==> src/rtl/uart_sched_pkg.sv <==
// Shared types and constants for the UART transmit scheduler.
package uart_sched_pkg;

    typedef enum logic [1:0] {
        CFG,
        IDLE,
        SEND,
        BRK_WAIT
    } state_e;

    localparam logic [9:0] TXW_BRK_ON  = 10'h201;
    localparam logic [9:0] TXW_BRK_OFF = 10'h200;

    localparam int BITS_LSB = 13;
    localparam int DIV_W    = 13;
    localparam int CFG_W    = BITS_LSB + 4;

    function automatic logic [CFG_W-1:0] pack_cfg(input int bits, input int div);
        return {bits[3:0], div[DIV_W-1:0]};
    endfunction

endpackage

==> src/rtl/uart_tx_sched_rr_arbiter.sv <==
// Round-robin pick: first requester after the pointer, wrapping.
module rr_arbiter #(
    parameter int N  = 2,
    parameter int IW = (N > 1) ? $clog2(N) : 1
) (
    input  logic         clk,
    input  logic         rst_n,
    input  logic [N-1:0] req_i,
    input  logic         upd_i,
    output logic [N-1:0] gnt_o,
    output logic         any_o
);

    logic [IW-1:0] ptr_q;
    logic [IW-1:0] cand;
    logic [IW-1:0] pick;

    always_comb begin
        gnt_o = '0;
        any_o = 1'b0;
        cand  = '0;
        pick  = '0;
        for (int k = 1; k <= N; k++) begin
            cand = IW'((int'(ptr_q) + k) % N);
            if (!any_o && req_i[cand]) begin
                any_o       = 1'b1;
                gnt_o[cand] = 1'b1;
                pick        = cand;
            end
        end
    end

    // Reset to the last index so the first search starts at requester 0.
    always_ff @(posedge clk or negedge rst_n) begin
        if (!rst_n) begin
            ptr_q <= IW'(N - 1);
        end else if (upd_i && any_o) begin
            ptr_q <= pick;
        end
    end

endmodule

==> src/rtl/uart_tx_sched.sv <==
// Shares one UART TX port between requesters, sequences BREAK and config
// writes, and splits received words into bytes and BREAK status.
module uart_tx_sched
    import uart_sched_pkg::*;
#(
    parameter int N_REQ      = 2,
    parameter int CFG_BITS   = 10,
    parameter int CFG_DIV    = 1,
    parameter int HOLDOFF    = 2,
    parameter int BRK_CYCLES = 2000
) (
    input  logic               clk,
    input  logic               rst_n,
    input  logic [N_REQ-1:0]   req_valid,
    input  logic [8*N_REQ-1:0] req_data,
    input  logic [N_REQ-1:0]   req_last,
    input  logic [N_REQ-1:0]   req_brk,
    output logic [N_REQ-1:0]   req_ready,
    output logic [N_REQ-1:0]   grant,
    input  logic               cfg_wr_stb,
    input  logic [CFG_W-1:0]   cfg_wr_data,
    output logic               uart_reg_cs,
    output logic [31:0]        uart_reg_data,
    input  logic               uart_empty,
    output logic               uart_in_stb,
    output logic [9:0]         uart_in_data,
    input  logic               uart_out_stb,
    input  logic [11:0]        uart_out_data,
    output logic               rx_stb,
    output logic [7:0]         rx_data,
    output logic               rx_break
);

    localparam int HW = $clog2(HOLDOFF + 2);
    localparam int BW = $clog2(BRK_CYCLES + 2);

    state_e             state_q, state_d;
    logic [N_REQ-1:0]   grant_q, grant_d;
    logic [HW-1:0]      hold_q, hold_d;
    logic [BW-1:0]      brk_q, brk_d;
    logic               pend_q, pend_d;
    logic [CFG_W-1:0]   cfg_q, cfg_d;
    logic               cs_q, cs_d;
    logic [31:0]        rdata_q, rdata_d;
    logic               rx_stb_q, rx_stb_d;
    logic [7:0]         rx_data_q, rx_data_d;
    logic               rx_brk_q, rx_brk_d;

    logic               tx_ok;
    logic               stb;
    logic [9:0]         word;
    logic               ack;
    logic               arb_upd;
    logic [N_REQ-1:0]   arb_gnt;
    logic               arb_any;
    logic               o_valid;
    logic               o_last;
    logic               o_brk;
    logic [7:0]         o_data;
    logic               rx_unused;

    assign tx_ok = uart_empty && (hold_q == '0);

    rr_arbiter #(
        .N (N_REQ)
    ) u_arb (
        .clk   (clk),
        .rst_n (rst_n),
        .req_i (req_valid),
        .upd_i (arb_upd),
        .gnt_o (arb_gnt),
        .any_o (arb_any)
    );

    always_comb begin
        o_valid = 1'b0;
        o_last  = 1'b0;
        o_brk   = 1'b0;
        o_data  = '0;
        for (int i = 0; i < N_REQ; i++) begin
            if (grant_q[i]) begin
                o_valid = req_valid[i];
                o_last  = req_last[i];
                o_brk   = req_brk[i];
                o_data  = req_data[8*i +: 8];
            end
        end
    end

    always_comb begin
        state_d = state_q;
        grant_d = grant_q;
        brk_d   = brk_q;
        pend_d  = pend_q;
        cfg_d   = cfg_q;
        cs_d    = 1'b0;
        rdata_d = '0;
        stb     = 1'b0;
        word    = '0;
        ack     = 1'b0;
        arb_upd = 1'b0;
        if (cfg_wr_stb) begin
            cfg_d  = cfg_wr_data;
            pend_d = 1'b1;
        end
        unique case (state_q)
            CFG: begin
                cs_d    = 1'b1;
                rdata_d = 32'(cfg_q);
                if (!cfg_wr_stb) pend_d = 1'b0;
                state_d = IDLE;
            end
            IDLE: begin
                if (pend_q && tx_ok) begin
                    state_d = CFG;
                end else if (arb_any) begin
                    arb_upd = 1'b1;
                    grant_d = arb_gnt;
                    state_d = SEND;
                end
            end
            SEND: begin
                if (tx_ok && o_valid) begin
                    stb = 1'b1;
                    if (o_brk) begin
                        word    = TXW_BRK_ON;
                        brk_d   = BW'(BRK_CYCLES);
                        state_d = BRK_WAIT;
                    end else begin
                        word = {2'b00, o_data};
                        ack  = 1'b1;
                        if (o_last) begin
                            grant_d = '0;
                            state_d = IDLE;
                        end
                    end
                end
            end
            BRK_WAIT: begin
                if (brk_q != '0) begin
                    brk_d = brk_q - 1'b1;
                end else if (tx_ok) begin
                    stb  = 1'b1;
                    word = TXW_BRK_OFF;
                    ack  = 1'b1;
                    if (o_last) begin
                        grant_d = '0;
                        state_d = IDLE;
                    end else begin
                        state_d = SEND;
                    end
                end
            end
            default: state_d = CFG;
        endcase
    end

    // uart_empty lags the strobe, so it is ignored for a few cycles.
    always_comb begin
        hold_d = hold_q;
        if (stb) begin
            hold_d = HW'(HOLDOFF);
        end else if (hold_q != '0) begin
            hold_d = hold_q - 1'b1;
        end
    end

    always_comb begin
        rx_stb_d  = uart_out_stb && !uart_out_data[11];
        rx_data_d = rx_stb_d ? uart_out_data[7:0] : rx_data_q;
        rx_brk_d  = (uart_out_stb && uart_out_data[11]) ? uart_out_data[0] : rx_brk_q;
    end

    assign rx_unused = ^uart_out_data[10:8];

    always_ff @(posedge clk or negedge rst_n) begin
        if (!rst_n) begin
            state_q   <= CFG;
            grant_q   <= '0;
            hold_q    <= '0;
            brk_q     <= '0;
            pend_q    <= 1'b0;
            cfg_q     <= pack_cfg(CFG_BITS, CFG_DIV);
            cs_q      <= 1'b0;
            rdata_q   <= '0;
            rx_stb_q  <= 1'b0;
            rx_data_q <= '0;
            rx_brk_q  <= 1'b0;
        end else begin
            state_q   <= state_d;
            grant_q   <= grant_d;
            hold_q    <= hold_d;
            brk_q     <= brk_d;
            pend_q    <= pend_d;
            cfg_q     <= cfg_d;
            cs_q      <= cs_d;
            rdata_q   <= rdata_d;
            rx_stb_q  <= rx_stb_d;
            rx_data_q <= rx_data_d;
            rx_brk_q  <= rx_brk_d;
        end
    end

    assign req_ready     = ack ? grant_q : '0;
    assign grant         = grant_q;
    assign uart_reg_cs   = cs_q;
    assign uart_reg_data = rdata_q;
    assign uart_in_stb   = stb;
    assign uart_in_data  = word;
    assign rx_stb        = rx_stb_q;
    assign rx_data       = rx_data_q;
    assign rx_break      = rx_brk_q;

endmodule

==> config.mk <==
export PLATFORM = sky130hd
export DESIGN_NAME = uart_tx_sched
export DESIGN_NICKNAME = d
export VERILOG_FILES = /design/src/rtl/uart_sched_pkg.sv /design/src/rtl/uart_tx_sched_rr_arbiter.sv /design/src/rtl/uart_tx_sched.sv
export SDC_FILE = /design/constraint.sdc
export NUM_CORES = 1
export LEC_CHECK = 0
export ABC_AREA = 0
export ABC_CLOCK_PERIOD_IN_PS = 5820
export CAP_MARGIN = 40
export CORE_MARGIN = 10
export CORE_UTILIZATION = 25
export CTS_CLUSTER_DIAMETER = 150
export DETAILED_ROUTE_END_ITERATION = 6
export PLACE_DENSITY = 0.55
export SKIP_CTS_REPAIR_TIMING = 1
export SLEW_MARGIN = 15
export SYNTH_ARGS = -nofsm -noshare
export SYNTH_HDL_FRONTEND = slang
export SYNTH_SLANG_ARGS = --single-unit
==> constraint.sdc <==
create_clock -name clk -period 5.82 [get_ports clk]
set_input_delay 1.455 -clock clk [delete_from_list [all_inputs] [get_ports clk]]
set_output_delay 1.455 -clock clk [all_outputs]
set_load 0.02 [all_outputs]
==> results.toml <==
[yosys]
synth-compound-area-share_pct = 11.28
yosysWarnings = 0
synthMuxAreaShare_pct = 9.563
synth_top_family_by_area = "simple AND/OR/NAND/NOR gates"
synth_xor_area_share_pct = 0.8582
yosys.area_share.simple_pct = 18.19
synthAdderAreaFrac_pct = 1.226
synth_area_mm2 = 0.003062
synth_edf_count = 0
ys_seq_elements = 64
synth_cell_types = 49
syn_area_per_cell_um2 = 11.13
ys_seq_area_share_pct = 52.47
synth_async_sr_flop_share_pct = 100.0
netlist.area_leader.share_pct = 49.04
synthTopCellsByArea = "dfrtp_1, mux2_2, and2_1, buf_4, dfstp_2"
synth_top_area_cell = "dfrtp_1"
synthCells = 275
ys.flop_type = "dfrtp_1"

[worst_setup_path]
crit_path_end_kind = "output port"
critPathKind = "primary input to output port"
cp_max_fo = 7
crit_arrival_ps = 3540
start_kind = "primary input"
required_ps = 4370

[final_layout]
final_util_pct = 36.91
drive_above_1_share_pct = 15.87
final_nets = 432
diodes = 0
nFillCells = 1206
syn_to_final_growth_pct = 44.79

[routing]
drtIter0Drc = 94
wl_per_cell_um = 15.31
route.detailed.drc = 0
vias_per_cell = 4.545
firstDrtPassIters = 4
ant_nets = 0
routed_wl_mm = 8.037
vias = 2386

[cts]
cts_root_buf = "clkbuf_16"
clockBufferDepth = 2
clkLatencyLatePin_ps = 330
clkTransAtPathRegs_ps = 50
cts_tree = "yes"
htree_levels = 3
clock-sinks = 64
cts_buffers = 9

[power_and_ir_drop]
seqPwrFrac_pct = 41.8
clkPwrFrac_pct = 47.1
internal-power_mw = 0.8823
ir_worst_vdd_mv = 0.1721
power.density_mw_per_mm2 = 257.7
p_leak_nw = 1.842
p_comb_share_pct = 11.1
swShare_pct = 22.76
power_switching_mw = 0.2599

[timing]
fmax_mhz = 200.2
fin_skew_ps = 7.093
worst_pin_slew_ps = 772.3
rsz0062_at_grt = "false"
slew_headroom_pct = 48.41
hold_violations = 0
finalSetupViolCount = 0
tns_ps = 0
finalCriticalPeriod_ps = 4995
maxSlewViolCount = 0
fin_crit_sh_pct = 85.83

[flow_run]
maxCapViolations = 0

[global_routing]
grt_max_degree = 52
antenna_found_initial = 0
grtUsageTotal_pct = 9.574
grt_pass1_vias = 2447
grt_first_pass_wirelength_mm = 12.73
overflow = 0

[run_status]
status = "finished clean"

[floorplanning]
die-area_mm2 = 0.01707
die_w_um = 130.7
io_pins = 114
num_rows = 40
initial_core_util_pct = 25.49
coreArea_mm2 = 0.01201
dieHeight_um = 130.7

[placed_design]
dp_hpwl_mm = 6.115
io_buffers = 94
gp_congestion = 0.7948

[worst_hold_path]
min_path_type = "flop to flop"
-- through the flow --
stage / setup slack, ps / instance area, µm² / hold slack [ps] / total power, mW / cells
final: 824.6 / 4433 / 469.3 / 1.142 / 525
after global routing: 675.4 / 4433 / 500.3 / 1.193 / 525
after CTS: 825.9 / 4433 / 477.6 / 1.162 / 525
after detailed placement: 833.9 / 4134 / 463.2 / 0.6143 / 509
after global placement: 813.6 / 4086 / 456.9 / 0.6081 / 506
after floorplan: 1982 / 3118 / 449.4 / 0.5458 / 290
-- flip-flops by register name, indices dropped and copies added (netlist names) --
| name | count |
|---|---|
| brk_q | 11 |
| cfg_q | 17 |
| grant | 2 |
| hold_q | 2 |
| pend_q | 1 |
| rx_break | 1 |
| rx_data | 8 |
| rx_stb | 1 |
| state_q | 2 |
| u_arb.ptr_q | 1 |
| uart_reg_cs | 1 |
| uart_reg_data | 17 |
-- metal layers --
layer	track usage (%)	wire (µm)	vias up
met5	0	0	-
met4	3.009	97	0
met3	4.593	579	10
met2	16.18	4146	58
met1	10.38	3214	1171
li1	-	-	1147
-- cells in the mapped netlist (all sizes together) (4+ instances only) --
master and count:
nand3 12, nand2 13, nor2b 4, a22oi 8
and2 21, nor3 4, a21oi 5, dfstp 4
inv 9, or4 6, buf 17, or3 8
o31ai 4, o21ai 7, nor2 14, clkbuf 9
mux2 26, dfrtp 60
-- worst paths after layout --
kind	startpoint	to	slack [ps]	depth (start not counted)
worst min register to register	cfg_q[12]	uart_reg_data[12]	470	1
worst max-delay path	req_brk[1]	uart_in_data[4]	820	5
max in group asynchronous	rst_n	cfg_q[14]	4170	3
worst min-delay path	cfg_q[12]	uart_reg_data[12]	470	1
min in group asynchronous	rst_n	grant[0]	1070	2
worst max register to register	brk_q[0]	brk_q[3]	3530	7
-- power by group through the flow --
stage / Combinational [mW] / Clock [mW] / Sequential, mW
2_1_floorplan: 0.0499 / 0 / 0.496
3_3_place_gp: 0.124 / 0 / 0.484
3_5_place_dp: 0.129 / 0 / 0.485
4_1_cts: 0.130 / 0.555 / 0.478
5_1_grt: 0.138 / 0.575 / 0.480
6_report: 0.127 / 0.538 / 0.477
-- layout by cell type (no fill, tap or decap), types with 6 or more instances in the layout --
cell	synthesis	layout
clkdlybuf4s50_1	0	93
nand3_1	12	12
a22oi_1	8	8
or3_1	6	6
inv_1	9	9
dfrtp_1	60	60
nor2_1	14	14
nand2_1	13	13
o21ai_0	7	7
mux2_2	26	26
clkbuf_16	0	9
and2_1	21	21
conb_1	1	16
-- logic make-up after synthesis --
group | Yosys count
AOI/OAI and AO/OA | 47
xor gates and xnor gates | 3
adders and majority gates | 3
buffers and inverters | 35
DFF | 64
muxes | 26
other | 1
and+or+nand+nor | 96
-- critical path: stages --
cell and delay (ps):
clkdlybuf4s50_1 450, a22oi_1 440, nand3_1 360, nor2_1 200, clkdlybuf4s50_1 630
-- final cells by class --
cell class	instances	area (µm²)	share of cell area (%)
timing repair buffer	98	991.0	22.35
tap	147	183.9	4.149
multi-input combinational	191	1319	29.75
sequential	64	1607	36.24
inverter	9	33.78	0.7621
clock inverter	5	56.30	1.270
clock buffer	11	242.7	5.476
(Power assumes the default switching activity.)
